File: config.mk
export PLATFORM = sky130hd
export DESIGN_NAME = ganzzahl_divwurzel
export DESIGN_NICKNAME = d
export VERILOG_FILES = /design/src/rtl/ganzzahl_divwurzel.sv
export SDC_FILE = /design/constraint.sdc
export NUM_CORES = 1
export LEC_CHECK = 0
export ABC_AREA = 1
export CORE_ASPECT_RATIO = 1.75
export CORE_MARGIN = 2
export CORE_UTILIZATION = 59
export CTS_BUF_LIST = sky130_fd_sc_hd__clkbuf_4 sky130_fd_sc_hd__clkbuf_8
export CTS_CLUSTER_SIZE = 8
export DETAILED_ROUTE_END_ITERATION = 8
export MAX_ROUTING_LAYER = met4
export PLACE_DENSITY = 0.79
export SLEW_MARGIN = 10
export SYNTH_ARGS = -nofsm -noshare
export SYNTH_HDL_FRONTEND = slang
export SYNTH_SLANG_ARGS = --single-unit
File: constraint.sdc
create_clock -name Clock -period 4.9 [get_ports Clock]
set_clock_uncertainty 0.15 [all_clocks]
set_input_delay 0.49 -clock Clock [delete_from_list [all_inputs] [get_ports Clock]]
set_output_delay 0.49 -clock Clock [all_outputs]
set_load 0.01 [all_outputs]
File: src/rtl/ganzzahl_divwurzel.sv
// ganzzahl_divwurzel -- iterative integer divide / modulo / square-root unit.
//
// Operands are captured on a start handshake. The unit then prepares the
// operands, iterates BITS_PRO_TAKT quotient/root bits per clock, applies the
// sign fix and returns one result together with a single-cycle done pulse.
//
// Parameters
//   BREITE         operand/result width. Must be even and a multiple of
//                  2*BITS_PRO_TAKT.
//   BITS_PRO_TAKT  quotient/root bits resolved per clock (1 or 2).
//
// Ports
//   Clock               rising-edge clock
//   Reset               synchronous, active-high reset
//   Daten1              dividend / radicand
//   Daten2              divisor (ignored for sqrt)
//   FunktionsCode       000 sdiv, 001 smod, 010 udiv, 011 umod, 100 usqrt,
//                       101..111 illegal
//   StartSignal         request, sampled only while Bereit=1
//   Bereit              idle, able to accept a start
//   HatFertigGerechnet  one-cycle pulse when Ergebnis/flags update
//   Ergebnis            result, held until next completion or reset
//   DurchNull           last completed div/mod had a zero divisor
//   Fehler              last completed request had an illegal code
module ganzzahl_divwurzel #(
  parameter int BREITE        = 32,
  parameter int BITS_PRO_TAKT = 1
) (
  input  logic              Clock,
  input  logic              Reset,
  input  logic [BREITE-1:0] Daten1,
  input  logic [BREITE-1:0] Daten2,
  input  logic [2:0]        FunktionsCode,
  input  logic              StartSignal,
  output logic              Bereit,
  output logic              HatFertigGerechnet,
  output logic [BREITE-1:0] Ergebnis,
  output logic              DurchNull,
  output logic              Fehler
);

  localparam int HALB    = BREITE / 2;
  localparam int N_DIV   = BREITE / BITS_PRO_TAKT;
  localparam int N_WURZ  = BREITE / (2 * BITS_PRO_TAKT);
  localparam int CW      = $clog2(N_DIV + 1);
  localparam logic [CW-1:0] N_DIV_C  = CW'(N_DIV);
  localparam logic [CW-1:0] N_WURZ_C = CW'(N_WURZ);

  typedef enum logic [1:0] {IDLE, VORB, RECHNEN, KORR} zustandT;
  zustandT zustand;

  // Latched request
  logic [BREITE-1:0] d1, d2;   // d2 holds |divisor| after VORB
  logic [2:0]        code;

  // Iteration state. quot doubles as the radicand shift register for sqrt.
  logic [BREITE:0]   rest;
  logic [BREITE-1:0] quot;
  logic [HALB+1:0]   srem;
  logic [HALB-1:0]   root;
  logic [CW-1:0]     zaehler;
  logic              qNeg, rNeg;

  logic istWurzel, istIllegal, istSigned;
  assign istWurzel  = (code == 3'b100);
  assign istIllegal = code[2] && (code != 3'b100);
  assign istSigned  = (code[2:1] == 2'b00);

  // Operand preparation: magnitudes and result signs for the signed codes.
  // -MIN wraps to MIN, which read as unsigned is the correct magnitude.
  logic              neg1, neg2;
  logic [BREITE-1:0] absA, absB;
  assign neg1 = istSigned && d1[BREITE-1];
  assign neg2 = istSigned && d2[BREITE-1];
  assign absA = neg1 ? -d1 : d1;
  assign absB = neg2 ? -d2 : d2;

  // One clock worth of shift-subtract (div) or digit-by-digit root steps.
  logic [BREITE:0]   restN;
  logic [BREITE-1:0] quotN;
  logic [HALB+1:0]   sremN, versuch;
  logic [HALB-1:0]   rootN;

  always_comb begin
    restN   = rest;
    quotN   = quot;
    sremN   = srem;
    rootN   = root;
    versuch = '0;
    for (int i = 0; i < BITS_PRO_TAKT; i++) begin
      if (istWurzel) begin
        // Bring down the next two radicand bits, try root*4+1.
        sremN   = {sremN[HALB-1:0], quotN[BREITE-1 -: 2]};
        quotN   = quotN << 2;
        versuch = {rootN, 2'b01};
        if (sremN >= versuch) begin
          sremN = sremN - versuch;
          rootN = {rootN[HALB-2:0], 1'b1};
        end else begin
          rootN = {rootN[HALB-2:0], 1'b0};
        end
      end else begin
        // Dividend bits shift out of quot into rest; quotient bits shift in.
        restN = {restN[BREITE-1:0], quotN[BREITE-1]};
        quotN = quotN << 1;
        if (restN >= {1'b0, d2}) begin
          restN    = restN - {1'b0, d2};
          quotN[0] = 1'b1;
        end
      end
    end
  end

  logic [BREITE-1:0] qErg, rErg;
  assign qErg = qNeg ? -quot : quot;
  assign rErg = rNeg ? -rest[BREITE-1:0] : rest[BREITE-1:0];

  always_ff @(posedge Clock) begin
    if (Reset) begin
      zustand            <= IDLE;
      Bereit             <= 1'b1;
      HatFertigGerechnet <= 1'b0;
      Ergebnis           <= '0;
      DurchNull          <= 1'b0;
      Fehler             <= 1'b0;
    end else begin
      HatFertigGerechnet <= 1'b0;
      case (zustand)
        IDLE: begin
          if (StartSignal) begin
            d1      <= Daten1;
            d2      <= Daten2;
            code    <= FunktionsCode;
            Bereit  <= 1'b0;
            zustand <= VORB;
          end
        end
        VORB: begin
          quot <= absA;
          d2   <= absB;
          rest <= '0;
          srem <= '0;
          root <= '0;
          qNeg <= neg1 ^ neg2;
          rNeg <= neg1;
          if (istIllegal) begin
            Ergebnis           <= '0;
            Fehler             <= 1'b1;
            DurchNull          <= 1'b0;
            HatFertigGerechnet <= 1'b1;
            Bereit             <= 1'b1;
            zustand            <= IDLE;
          end else if (!istWurzel && d2 == '0) begin
            // Remainder on zero divisor is the raw latched dividend.
            Ergebnis           <= code[0] ? d1 : '1;
            Fehler             <= 1'b0;
            DurchNull          <= 1'b1;
            HatFertigGerechnet <= 1'b1;
            Bereit             <= 1'b1;
            zustand            <= IDLE;
          end else begin
            zaehler <= istWurzel ? N_WURZ_C : N_DIV_C;
            zustand <= RECHNEN;
          end
        end
        RECHNEN: begin
          rest    <= restN;
          quot    <= quotN;
          srem    <= sremN;
          root    <= rootN;
          zaehler <= zaehler - 1'b1;
          if (zaehler == CW'(1)) zustand <= KORR;
        end
        KORR: begin
          if (istWurzel)    Ergebnis <= {{(BREITE-HALB){1'b0}}, root};
          else if (code[0]) Ergebnis <= rErg;
          else              Ergebnis <= qErg;
          DurchNull          <= 1'b0;
          Fehler             <= 1'b0;
          HatFertigGerechnet <= 1'b1;
          Bereit             <= 1'b1;
          zustand            <= IDLE;
        end
        default: zustand <= IDLE;
      endcase
    end
  end

endmodule

==> results of run 1 <==
flip-flops by register name, summed over array words and instances (netlist names), 3 cells and up, named ones only:
signal / count
Ergebnis: 32
d1: 32
d2: 32
quot: 32
rest: 32
root: 16
srem: 16
zaehler: 6
code: 3
through the flow:
stage	power, W	utilization [%]	hold WS, ps	setup slack (ps)
global route	0.0112	67.1	307	1110
global placement	0.00846	64.3	316	1650
finish	0.0105	67.1	312	1090
CTS	0.0103	67.1	305	1440
floorplan	0.00679	-	350	1460
detailed placement	0.00859	64.3	339	1470
power by group through the flow:
stage / registers, W / logic, W / clock network (W)
3_5_place_dp: 0.00318 / 0.00541 / 0
4_1_cts: 0.00315 / 0.00546 / 0.00173
3_3_place_gp: 0.00316 / 0.00530 / 0
5_1_grt: 0.00322 / 0.00613 / 0.00181
2_1_floorplan: 0.00307 / 0.00373 / 0
6_report: 0.00319 / 0.00560 / 0.00174
final timing paths:
path                                                  to  cells after the start                startpoint  slack [ps]
worst max-delay path                  quot[22]$_DFFE_PP_                     13           d1[1]$_DFFE_PP_        1090
worst min-delay path                     d1[8]$_DFFE_PP_                      1                 Daten1[8]         310
worst max register to register        quot[22]$_DFFE_PP_                     13           d1[1]$_DFFE_PP_        1090
worst min register to register  Ergebnis[1]$_SDFFE_PP0P_                      2  Ergebnis[1]$_SDFFE_PP0P_         360
logic make-up after synthesis:
kind of cell	count (synthesis)	share of synthesized area, %
AND/OR/NAND/NOR	1325	34.2
buffers and inverters	422	10.4
AO/OA/AOI/OAI	370	12.7
flip-flops	209	35.5
adder cells (fa/ha/maj)	61	4.65
XOR/XNOR	48	2.53
layer usage:
layer	vias to the layer above	track usage, %	share of wire (%)
li1	8198	-	-
met1	7955	41.1	31
met2	1094	72.7	50
met3	381	8.96	8.0
met4	0	35.7	10
met5	-	-	0
critical path, stage by stage (launching register included):
cell and delay (ps):
edfxtp_1 410, inv_1 120, ha_1 180, inv_1 60
nor3_2 270, nand2_1 160, inv_1 370, nand2_1 310
inv_1 210, nand3b_1 330, nand2_1 250, nand2_1 90
o21ai_0 510, nand2_1 90
placed cells by master, fill, tap and decap left out, types with 4 or more instances in the layout:
master           count
o21bai_1             6
nand2_2              4
nor3_1              21
buf_4               19
nand4_1             30
nand3b_1             6
inv_2               10
clkdlybuf4s50_1    105
inv_1              331
or2_2                4
clkbuf_4            18
clkinv_2             4
nor2_1             310
nand3_1            277
xor2_1              35
a22oi_1             24
a21oi_2             19
o31ai_1              6
and2_1               6
o211ai_1            12
edfxtp_1           171
a21oi_1            111
dfxtp_1             38
ha_1                59
a31oi_1             11
nor2_2              19
a21o_1               6
nand2_1            625
xnor2_1             13
clkbuf_8            43
o21ai_1             10
o21ai_0            149
o221ai_1             7
cell type report:
| type | count | area [um2] |
|---|---|---|
| Fill cell | 2386 | 9120 |
| Multi-Input combinational cell | 1804 | 9000 |
| Sequential cell | 209 | 5900 |
| Inverter | 344 | 1300 |
| Timing Repair Buffer | 125 | 1210 |
| Clock buffer | 61 | 727 |
| Tap cell | 373 | 467 |
| Clock inverter | 7 | 46.3 |
| Antenna cell | 3 | 7.51 |
==> results.md, run 1 <==
Run status:
- The run finished with clean final reports.

Final layout:
- The area growth from synthesis to layout is 12.4%.
- The share of post-route cells with drive strength above 1 is ~6.5%.
- Summing all non-filler instances in the final layout gives an area of about 19,000 um2.
- The net count reported at finish is between 2,000 and 3,000.
- The count of placed standard cells in the final layout, fillers left out is around 2,900.

STA:
- The final count of hold timing violations is 0.
- The setup TNS after final layout is 0 ps.
- The number of max-slew violations in the final report is 0.
- The worst path in the final design needs a cycle of around 3800 ps, including I/O delays and setup.
- Of the available clock period, the critical path in the final layout requires between 70% and 80%.
- The achievable clock frequency is 263 MHz.
- Headroom to the max-slew limit came out at roughly 15%.
- For the pin with the worst max-slew slack, the measured transition is approximately 1300 ps.
- The final setup violation count is 0.
- Setup repair after global routing left no endpoint under its margin.

Route:
- For this block, the via count after detailed routing is 17,600.
- The DRC violations left is 0.
- Summed over all layers, the routed wires come to 61.3 mm.
- The DRC violation total after the first TritonRoute iteration is around 2,200.
- In this run the remaining antenna-violating nets after routing total 0.
- The pre-antenna-repair detailed-routing pass consisted of 8 iterations.
- After detailed routing, the number of vias per cell comes to roughly 6.
- After detailed routing, the average wire length per cell comes to approximately 21 um.

Yosys:
- The count of mapped cells out of synthesis is 2,435.
- The mapped cell area is 16,600 um2.
- Summed over its instances, the top area cell type makes up a little under a third of the synthesized netlist area.
- Counting flops with a built-in enable in the synthesized netlist gives between 150 and 200.
- The flop and latch count out of synthesis is 209.
- The number of nets in the synthesized netlist is roughly 2,600.
- The largest total area in the synthesized netlist belongs to edfxtp_1.
- Averaged over all synthesized cells, the footprint is 6.81 um2.
- Yosys attributes the largest share of cell area to edfxtp_1, nand2_1, nand3_1.
- The share of synthesized registers carrying an async set or reset is 0%.
- The synthesized netlist contains 53 unique library cells.
- Yosys printed 0 warnings.
- The leading register cell type out of synthesis is edfxtp_1.
- The fraction of the yosys area taken by sequential cells is between 30% and 40%.
- Yosys instantiated no cell more often than nand2_1.
- By count the netlist is led by nand2_1, inv_1, nor2_1.

Clock network:
- The number of clock sinks is about 210.
- The cell chosen for the clock root is clkbuf_8.
- Buffers inserted to repair hold after CTS numbered 0.
- The clock transition at the register clock pins on the worst setup and hold paths after CTS is around 60 ps.
- The maximum buffer depth of the clock tree is 3.
- The number of buffers created by CTS is 37.
- TritonCTS built the clock tree.
- The number of H-tree levels is 2.
- The clock latency on the worst-skew pair is 590 ps.
- Once the clock tree was built, the setup fixing pass inserted 0 buffers.
- The number of resized instances in the post-cts repair step is 0.

Power and ir drop:
- The total internal power is 0.00538 W.
- Summed over all nets, the switching power comes to 0.00515 W.
- The switching share of total power is between 40% and 50%.
- The sequential share of power is a little under a third.
- The part of the power in the clock network is 16.5%.
- Of the total power, combinational logic draws between 50% and 60%.
- Dividing total power by cell area gives a power density of ~560 nW/um2.
- VDD sags by at most 0.336 mV.
- The static power due to leakage is 8.45 nW.

GRT:
- The via count of the first global-routing pass is between 15,000 and 20,000.
- The global routing usage summed across all routing layers is between 40% and 50%.
- The number of antenna violations at the first check in global routing was 2.
- The first global-routing pass estimated around 93 mm of wire.
- The total grt overflow is 0.
- Entering global routing, the biggest net connects ~80 pins.

Worst hold path:
- The worst min-delay path category is input port to register.

Floorplan:
- The starting density of the core is between 50% and 60%.
- The floorplan step set the die height to roughly 230 um.
- After floorplanning, the core was sized to cover approximately 28,000 um2.
- The die outline area is ~30,000 um2.
- approximately 110 I/O pins were placed.
- The total number of placement rows is 81.
- The width of the die is 131 um.

Setup path:
- The critical path in this run is classified as register to register.
- For the worst setup path, the data required time is approximately 5000 ps.
- The category of the worst setup path launch point is a register.
- The worst endpoint data arrival time is 3970 ps.
- The kind of capture point of the worst setup path is a register.
- Along the worst path, the maximum fanout reaches 4.

Placement:
- The post-placement cell area is approximately 18,000 um2.
- The count of buffers from port buffering is between 100 and 150.
- At the end of routability-driven placement, the weighted congestion stood at 1.03.
- Summed over all nets, the half-perimeter wirelength after detailed placement is around 47 mm.
- The cell count after placement is between 2,000 and 3,000.

Run:
- The max capacitance violation total is 0.
(Power assumes the default switching activity.)
==> run 2: changes to the inputs <==
--- a/config.mk
+++ b/config.mk
@@ -8,7 +8,7 @@
 export ABC_AREA = 1
 export CORE_ASPECT_RATIO = 1.75
 export CORE_MARGIN = 2
-export CORE_UTILIZATION = 59
+export CORE_UTILIZATION = 56
 export CTS_BUF_LIST = sky130_fd_sc_hd__clkbuf_4 sky130_fd_sc_hd__clkbuf_8
 export CTS_CLUSTER_SIZE = 8
 export DETAILED_ROUTE_END_ITERATION = 8
==> constraint.sdc (replaced) <==
create_clock -name Clock -period 3.3 [get_ports Clock]
set_clock_uncertainty 0.15 [all_clocks]
set_input_delay 0.33 -clock Clock [delete_from_list [all_inputs] [get_ports Clock]]
set_output_delay 0.33 -clock Clock [all_outputs]
set_load 0.01 [all_outputs]
==> run 2 against run 1 <==
Global-route usage is 4.3 points lower. Largest cell class unchanged. Highest routed layer unchanged. Via count shrank 1.7%. First-iteration DRC count shrank 27%. Critical path depth unchanged. Non-clock buffer count increased by 19. Maximum frequency is 26% higher. Register-to-register slack got worse by 820 ps. Flip-flop and latch count unchanged. Sequential share of layout area fell by 0.12 points. Core utilization decreased by 3.2 points. Clock power rose by 39%.
==> results.md, run 2 (synthesis results as in run 1) <==
Clock network:
- The cell chosen for the clock root is clkbuf_8 (unchanged).
- The number of buffers created by CTS is 35 (was 37).
- The CTS tree is built (unchanged).
- The post-CTS setup buffer count is 0 (unchanged).
- The clock latency on the worst-skew pair is 560 ps (was 590 ps).
- The clock transition at the register clock pins on the worst setup and hold paths after CTS came to 70 ps (was 60 ps).
- The number of resized instances in the post-cts repair step is 0 (unchanged).
- The number of clock sinks was 209 (unchanged).
- The quantity of hold-fixing buffers added after cts was 0 (unchanged).
- The maximum buffer depth of the clock tree is 3 (unchanged).
- The number of H-tree levels was 2 (unchanged).

Placement:
- The post-placement cell area is 18,000 um2 (was 17,900 um2).
- The pre-CTS setup slack came to 314 ps (was 1470 ps).
- The final estimated routing congestion in global placement is 1.06 (was 1.03).
- The count of buffers from port buffering came to 105 (unchanged).
- The final HPWL from detailed placement came to 46.2 mm (was 46.5 mm).

STA:
- The final setup violation count was 0 (unchanged).
- The achievable clock frequency is 330 MHz (was 263 MHz).
- The transition at the pin with the smallest max-transition slack is 944 ps (was 1280 ps).
- The post-route fraction of the period consumed by the critical path is 91.8% (was 77.7%).
- The final count of hold timing violations was 0 (unchanged).
- The slack of the critical path is 272 ps (was 1090 ps).
- The setup TNS after final layout is 0 ps (unchanged).
- The final critical delay including setup and external delays was 3030 ps (was 3810 ps).
- The number of max-slew violations in the final report is 0 (unchanged).
- RSZ-0062 raised after global routing: false (unchanged).
- The relative slew slack was 36.5% (was 14.6%).

Route:
- The DRC violation total after the first TritonRoute iteration came to 1,615 (was 2,199).
- The average via count per standard cell is 5.88 (was 6.02).
- The final wirelength is 59.3 mm (was 61.3 mm).
- The DRC violations left is 0 (unchanged).
- The number of vias after detailed routing is 17,300 (was 17,600).
- The first-pass detailed-route iteration total is 6 (was 8).
- The count of antenna-violating nets left after detailed routing came to 0 (unchanged).
- The routed wire length per instance is 20.1 um (was 20.9 um).

Power and ir drop:
- The total internal power is 0.00793 W (was 0.00538 W).
- The power density over the cells is 820 nW/um2 (was 564 nW/um2).
- The switching power total is 0.00741 W (was 0.00515 W).
- The static power due to leakage is 8.50 nW (was 8.45 nW).
- The switching share of total power is 48.3% (was 48.9%).
- The sequential share of power is 30.7% (was 30.3%).
- The peak supply drop was 0.575 mV (was 0.336 mV).
- The overall power is 0.0153 W (was 0.0105 W).
- The combinational power share is 53.5% (was 53.2%).
- The part of the power in the clock network is 15.8% (was 16.5%).

Run status:
- Status: completed (unchanged).

GRT:
- The via count of the first global-routing pass was 16,700 (was 17,600).
- The number of antenna violations at the first check in global routing was 1 (was 2).
- The total grt overflow is 0 (unchanged).
- The met3 global-route usage is 4.06% (was 8.96%).
- The first-pass GRT wire length is 89.9 mm (was 93.0 mm).
- The met2 track demand over resource is 69.4% (was 72.7%).
- The most used routing layer is met2 (unchanged).
- The global routing usage summed across all routing layers is 38.7% (was 43.0%).
- The routing usage on met1 is 38.8% (was 41.1%).
- The maximum number of pins on one net before global-route repair is 79 (unchanged).

Floorplan:
- The width of the die is 134 um (was 131 um).
- The die outline area is 31,100 um2 (was 29,500 um2).
- The standard cell core area was 29,300 um2 (was 27,800 um2).
- The number of I/O pins came to 106 (unchanged).
- The total number of placement rows was 83 (was 81).
- The starting density of the core came to 56.6% (was 59.7%).
- The chip height was 232 um (was 226 um).

Setup path:
- The top fanout value on the critical path is 31 (was 4).
- The critical path data required time is 3550 ps (was 5060 ps).
- The number of cells on the worst reg-to-reg path is 13 (unchanged).
- The worst endpoint data arrival time is 3280 ps (was 3970 ps).
- The kind of capture point of the worst setup path was a register (unchanged).
- The category of the worst setup path launch point is a register (unchanged).
- The category of the critical setup timing path was register to register (unchanged).

Worst hold path:
- The worst min-delay path category is input port to register (unchanged).
- The cell depth of the worst hold path is 1 (unchanged).

Final layout:
- The net count reported at finish is 2,669 (was 2,652).
- The final core area utilization came to 63.9% (was 67.1%).
- The share of post-route cells with drive strength above 1 is 6.86% (was 6.47%).
- The area growth from synthesis to layout came to 12.8% (was 12.4%).
- The post-route cell area is 18,700 um2 (was 18,600 um2).
- The commonest non-fill, non-tap cell in the layout is nand2_1 (unchanged).
- Leading cell types in the layout, fill and taps excluded: nand2_1, inv_1, nor2_1 (unchanged).

Run:
- The max capacitance violation total is 0 (unchanged).
run 2: final timing paths:
path                                        startpoint                      to  slack, ps
worst max register to register         d2[6]$_DFFE_PP_  rest[27]$_SDFFCE_PN0P_        270
worst min register to register  DurchNull$_SDFFE_PP0P_  DurchNull$_SDFFE_PP0P_        340
worst min-delay path                  FunktionsCode[0]       code[0]$_DFFE_PP_        180
worst max-delay path                   d2[6]$_DFFE_PP_  rest[27]$_SDFFCE_PN0P_        270
run 2: routing by layer:
layer,vias up,wire length [um]
met5,-,0
met4,0,4890
met3,247,3260
met2,864,30800
met1,7984,20300
li1,8230,-
run 2: stage by stage:
step                std cells  hold slack [ps]
floorplan                2435              279
global placement         2883              314
detailed placement       2883              326
CTS                      2946              156
global route             2947              170
finish                   2947              177
run 2: area by class of cell:
| class | instances | area, um2 |
|---|---|---|
| inverter | 344 | 1300 |
| timing repair buffer | 144 | 1340 |
| tap | 382 | 478 |
| antenna | 1 | 2.50 |
| clock buffer | 57 | 678 |
| multi-input combinational | 1804 | 9000 |
| sequential | 209 | 5900 |
| fill | 2699 | 10600 |
| clock inverter | 6 | 26.3 |
run 2: power groups by stage:
stage	Combinational, W	Sequential [W]	Clock (W)
finish	0.00821	0.00472	0.00242
global route	0.00903	0.00477	0.00252
CTS	0.00808	0.00467	0.00243
detailed placement	0.00804	0.00472	0
global placement	0.00790	0.00470	0
floorplan	0.00553	0.00455	0
run 2: worst max-delay path: stages, from the launching register on:
cell,delay [ps]
edfxtp_1,460
inv_1,130
ha_1,360
a21oi_1,280
o21ai_0,190
inv_1,100
nand3_2,160
nand2_2,120
nand3_2,100
nand2_4,200
nand2_4,100
inv_4,320
nor2_1,90
nor2_1,90
==> run 3: changes to the inputs <==
--- a/config.mk
+++ b/config.mk
@@ -6,14 +6,16 @@
 export NUM_CORES = 1
 export LEC_CHECK = 0
 export ABC_AREA = 1
+export CELL_PAD_IN_SITES_DETAIL_PLACEMENT = 1
+export CELL_PAD_IN_SITES_GLOBAL_PLACEMENT = 1
 export CORE_ASPECT_RATIO = 1.75
 export CORE_MARGIN = 2
-export CORE_UTILIZATION = 56
+export CORE_UTILIZATION = 41
 export CTS_BUF_LIST = sky130_fd_sc_hd__clkbuf_4 sky130_fd_sc_hd__clkbuf_8
 export CTS_CLUSTER_SIZE = 8
 export DETAILED_ROUTE_END_ITERATION = 8
 export MAX_ROUTING_LAYER = met4
-export PLACE_DENSITY = 0.79
+export PLACE_DENSITY_LB_ADDON = 0.1
 export SLEW_MARGIN = 10
 export SYNTH_ARGS = -nofsm -noshare
 export SYNTH_HDL_FRONTEND = slang
==> run 3 against run 2 <==
Total power rose by 3.5%. Via count fell by 1.5%. Setup slack got worse by 65 ps. Critical path depth did not move. Worst hold slack got worse by 32 ps. Final area rose by 1.8%. Sequential share of layout area fell by 0.54 points. Sequential power barely moved. Largest power group unchanged.
==> results.md, run 3 (synthesis results as in run 1) <==
STA:
- The relative slew slack is 43.6% (was 36.5%).
- The final setup violation count came to 0 (unchanged).
- The transition at the pin with the smallest max-transition slack is 845 ps (was 944 ps).
- The final critical delay including setup and external delays came to 3090 ps (was 3030 ps).
- The achievable clock frequency came to 323 MHz (was 330 MHz).
- RSZ-0062 raised after global routing: false (unchanged).
- The post-route fraction of the period consumed by the critical path is 93.7% (was 91.8%).
- The slack of the critical path is 207 ps (was 272 ps).
- The final count of hold timing violations came to 0 (unchanged).
- The number of max-slew violations in the final report is 0 (unchanged).

Route:
- The number of vias after detailed routing is 17,100 (was 17,300).
- The DRC violations left is 0 (unchanged).
- The routed wire length per instance is 21.8 um (was 20.1 um).
- The final wirelength is 67.2 mm (was 59.3 mm).
- The first-pass detailed-route iteration total was 5 (was 6).
- The DRC violation total after the first TritonRoute iteration was 983 (was 1,615).
- The average via count per standard cell is 5.54 (was 5.88).
- The count of antenna-violating nets left after detailed routing is 0 (unchanged).

Floorplan:
- The starting density of the core is 41.5% (was 56.6%).
- The width of the die came to 156 um (was 134 um).
- The die outline area was 42,200 um2 (was 31,100 um2).
- The number of I/O pins came to 106 (unchanged).
- The total number of placement rows came to 97 (was 83).
- The chip height is 270 um (was 232 um).
- The standard cell core area came to 39,900 um2 (was 29,300 um2).

GRT:
- The total grt overflow came to 0 (unchanged).
- The global routing usage summed across all routing layers is 32.6% (was 38.7%).
- The maximum number of pins on one net before global-route repair is 59 (was 79).
- The via count of the first global-routing pass is 17,900 (was 16,700).
- The number of antenna violations at the first check in global routing is 1 (unchanged).
- The first-pass GRT wire length came to 102 mm (was 89.9 mm).

Final layout:
- The share of post-route cells with drive strength above 1 is 7.44% (was 6.86%).
- The area growth from synthesis to layout came to 14.8% (was 12.8%).
- The commonest non-fill, non-tap cell in the layout is nand2_1 (unchanged).
- Leading cell types in the layout, fill and taps excluded: nand2_1, inv_1, nor2_1 (unchanged).
- The post-route cell area was 19,000 um2 (was 18,700 um2).
- The net count reported at finish is 2,683 (was 2,669).

Setup path:
- The critical path depth was 13 (unchanged).
- The startpoint of the lowest-slack register-to-register path is quot[31]$_DFFE_PP_ (was d2[6]$_DFFE_PP_).
- The end of the worst register-to-register path is rest[28]$_SDFFCE_PN0P_ (was rest[27]$_SDFFCE_PN0P_).
- The top fanout value on the critical path is 5 (was 31).
- The slack of the worst reg-to-reg path came to 210 ps (was 270 ps).
- The dominant delay contributor by cell family on the critical path is simple AND/OR/NAND/NOR gates (unchanged).
- The total buffers and inverters traversed by the critical path came to 1 (was 3).
- The category of the critical setup timing path is register to register (unchanged).
- The kind of capture point of the worst setup path is a register (unchanged).
- The category of the worst setup path launch point is a register (unchanged).
- The worst endpoint data arrival time is 3250 ps (was 3280 ps).
- Among the stages of the critical path, the cell type that occurs most often is nand2_1.
- The slowest cell on the critical path is fa_1 (was edfxtp_1).
- The number of cells on the worst reg-to-reg path is 13 (unchanged).
- Critical-path cell list: inv_1 -> ha_1 -> fa_1 -> o21ai_1 -> nand2_1 -> nand2_1 -> nand2_1 -> nand2_1 -> nand2_1 -> nand3_1 -> nand2_1 -> nor2_1 -> nor2_1 (was inv_1 -> ha_1 -> a21oi_1 -> o21ai_0 -> inv_1 -> nand3_2 -> nand2_2 -> nand3_2 -> nand2_4 -> nand2_4 -> inv_4 -> nor2_1 -> nor2_1).
- The stage delay of the slowest cell on the critical path is 450 ps (was 460 ps).
- The critical path data required time is 3460 ps (was 3550 ps).

Clock network:
- The quantity of hold-fixing buffers added after cts was 0 (unchanged).
- The number of buffers created by CTS is 38 (was 35).
- The cell chosen for the clock root was clkbuf_8 (unchanged).
- The CTS tree was built (unchanged).
- The number of H-tree levels is 2 (unchanged).
- The clock latency on the worst-skew pair was 590 ps (was 560 ps).
- The number of resized instances in the post-cts repair step is 0 (unchanged).
- The post-CTS setup buffer count is 0 (unchanged).
- The number of clock sinks is 209 (unchanged).
- The clock transition at the register clock pins on the worst setup and hold paths after CTS is 60 ps (was 70 ps).
- The maximum buffer depth of the clock tree is 3 (unchanged).

Power and ir drop:
- The peak supply drop is 0.392 mV (was 0.575 mV).
- The power density over the cells was 833 nW/um2 (was 820 nW/um2).
- The static power due to leakage was 8.61 nW (was 8.50 nW).

Worst hold path:
- The worst min-delay path category is input port to register (unchanged).
- The capture endpoint of the worst hold path is d1[6]$_DFFE_PP_ (was code[0]$_DFFE_PP_).
- The cell depth of the worst hold path is 1 (unchanged).
- The worst min-delay path startpoint was Daten1[6] (was FunktionsCode[0]).

Placement:
- The post-placement cell area was 18,300 um2 (was 18,000 um2).
- The final estimated routing congestion in global placement is 1.03 (was 1.06).
- The final HPWL from detailed placement is 54.3 mm (was 46.2 mm).
- The pre-CTS setup slack is 261 ps (was 314 ps).
- The count of buffers from port buffering is 105 (unchanged).

Run:
- The max capacitance violation total is 0 (unchanged).

Run status:
- Status: completed (unchanged).
run 3: cell type report:
cell class	count	area, um2
inverter	344	1300
clock buffer	59	731
antenna	1	2.50
sequential	209	5900
multi-input combinational	1804	9010
fill	5249	20900
timing repair buffer	155	1440
clock inverter	11	57.6
tap	495	619
run 3: worst max-delay path by stage:
stage                                 start                      to  slack (ps)
global placement           d2[13]$_DFFE_PP_  rest[19]$_SDFFCE_PN0P_         330
floorplan           zustand[0]$_SDFFE_PP0P_   rest[0]$_SDFFCE_PN0P_        -140
finish                   quot[31]$_DFFE_PP_  rest[28]$_SDFFCE_PN0P_         210
CTS                         d2[8]$_DFFE_PP_  rest[14]$_SDFFCE_PN0P_         190
detailed placement          d2[8]$_DFFE_PP_  rest[14]$_SDFFCE_PN0P_         260
global route             quot[31]$_DFFE_PP_  rest[28]$_SDFFCE_PN0P_          50
run 3: power by group:
part / internal, W / switching [W]
clock network: 0.00142 / 0.00122
registers: 0.00393 / 0.000770
logic: 0.00275 / 0.00579
run 3: per-stage QoR:
step / hold slack (ps) / util, % / std cells / setup TNS [ps] / total power, W
after floorplan: 279 / - / 2435 / -8700 / 0.0101
after global placement: 320 / 45.7 / 3007 / 0 / 0.0130
after detailed placement: 324 / 45.7 / 3007 / 0 / 0.0132
after CTS: 118 / 47.7 / 3077 / 0 / 0.0159
after global routing: 144 / 47.7 / 3078 / 0 / 0.0170
final: 145 / 47.7 / 3078 / 0 / 0.0159
run 3: layer usage:
layer  global-route usage (%)  up-vias  wire [um]
met2                     60.9      415      36300
met3                     2.54      197       1800
met1                     31.9     8196      24000
met5                        -        -          0
met4                     20.7        0       5100
li1                         -     8254          -
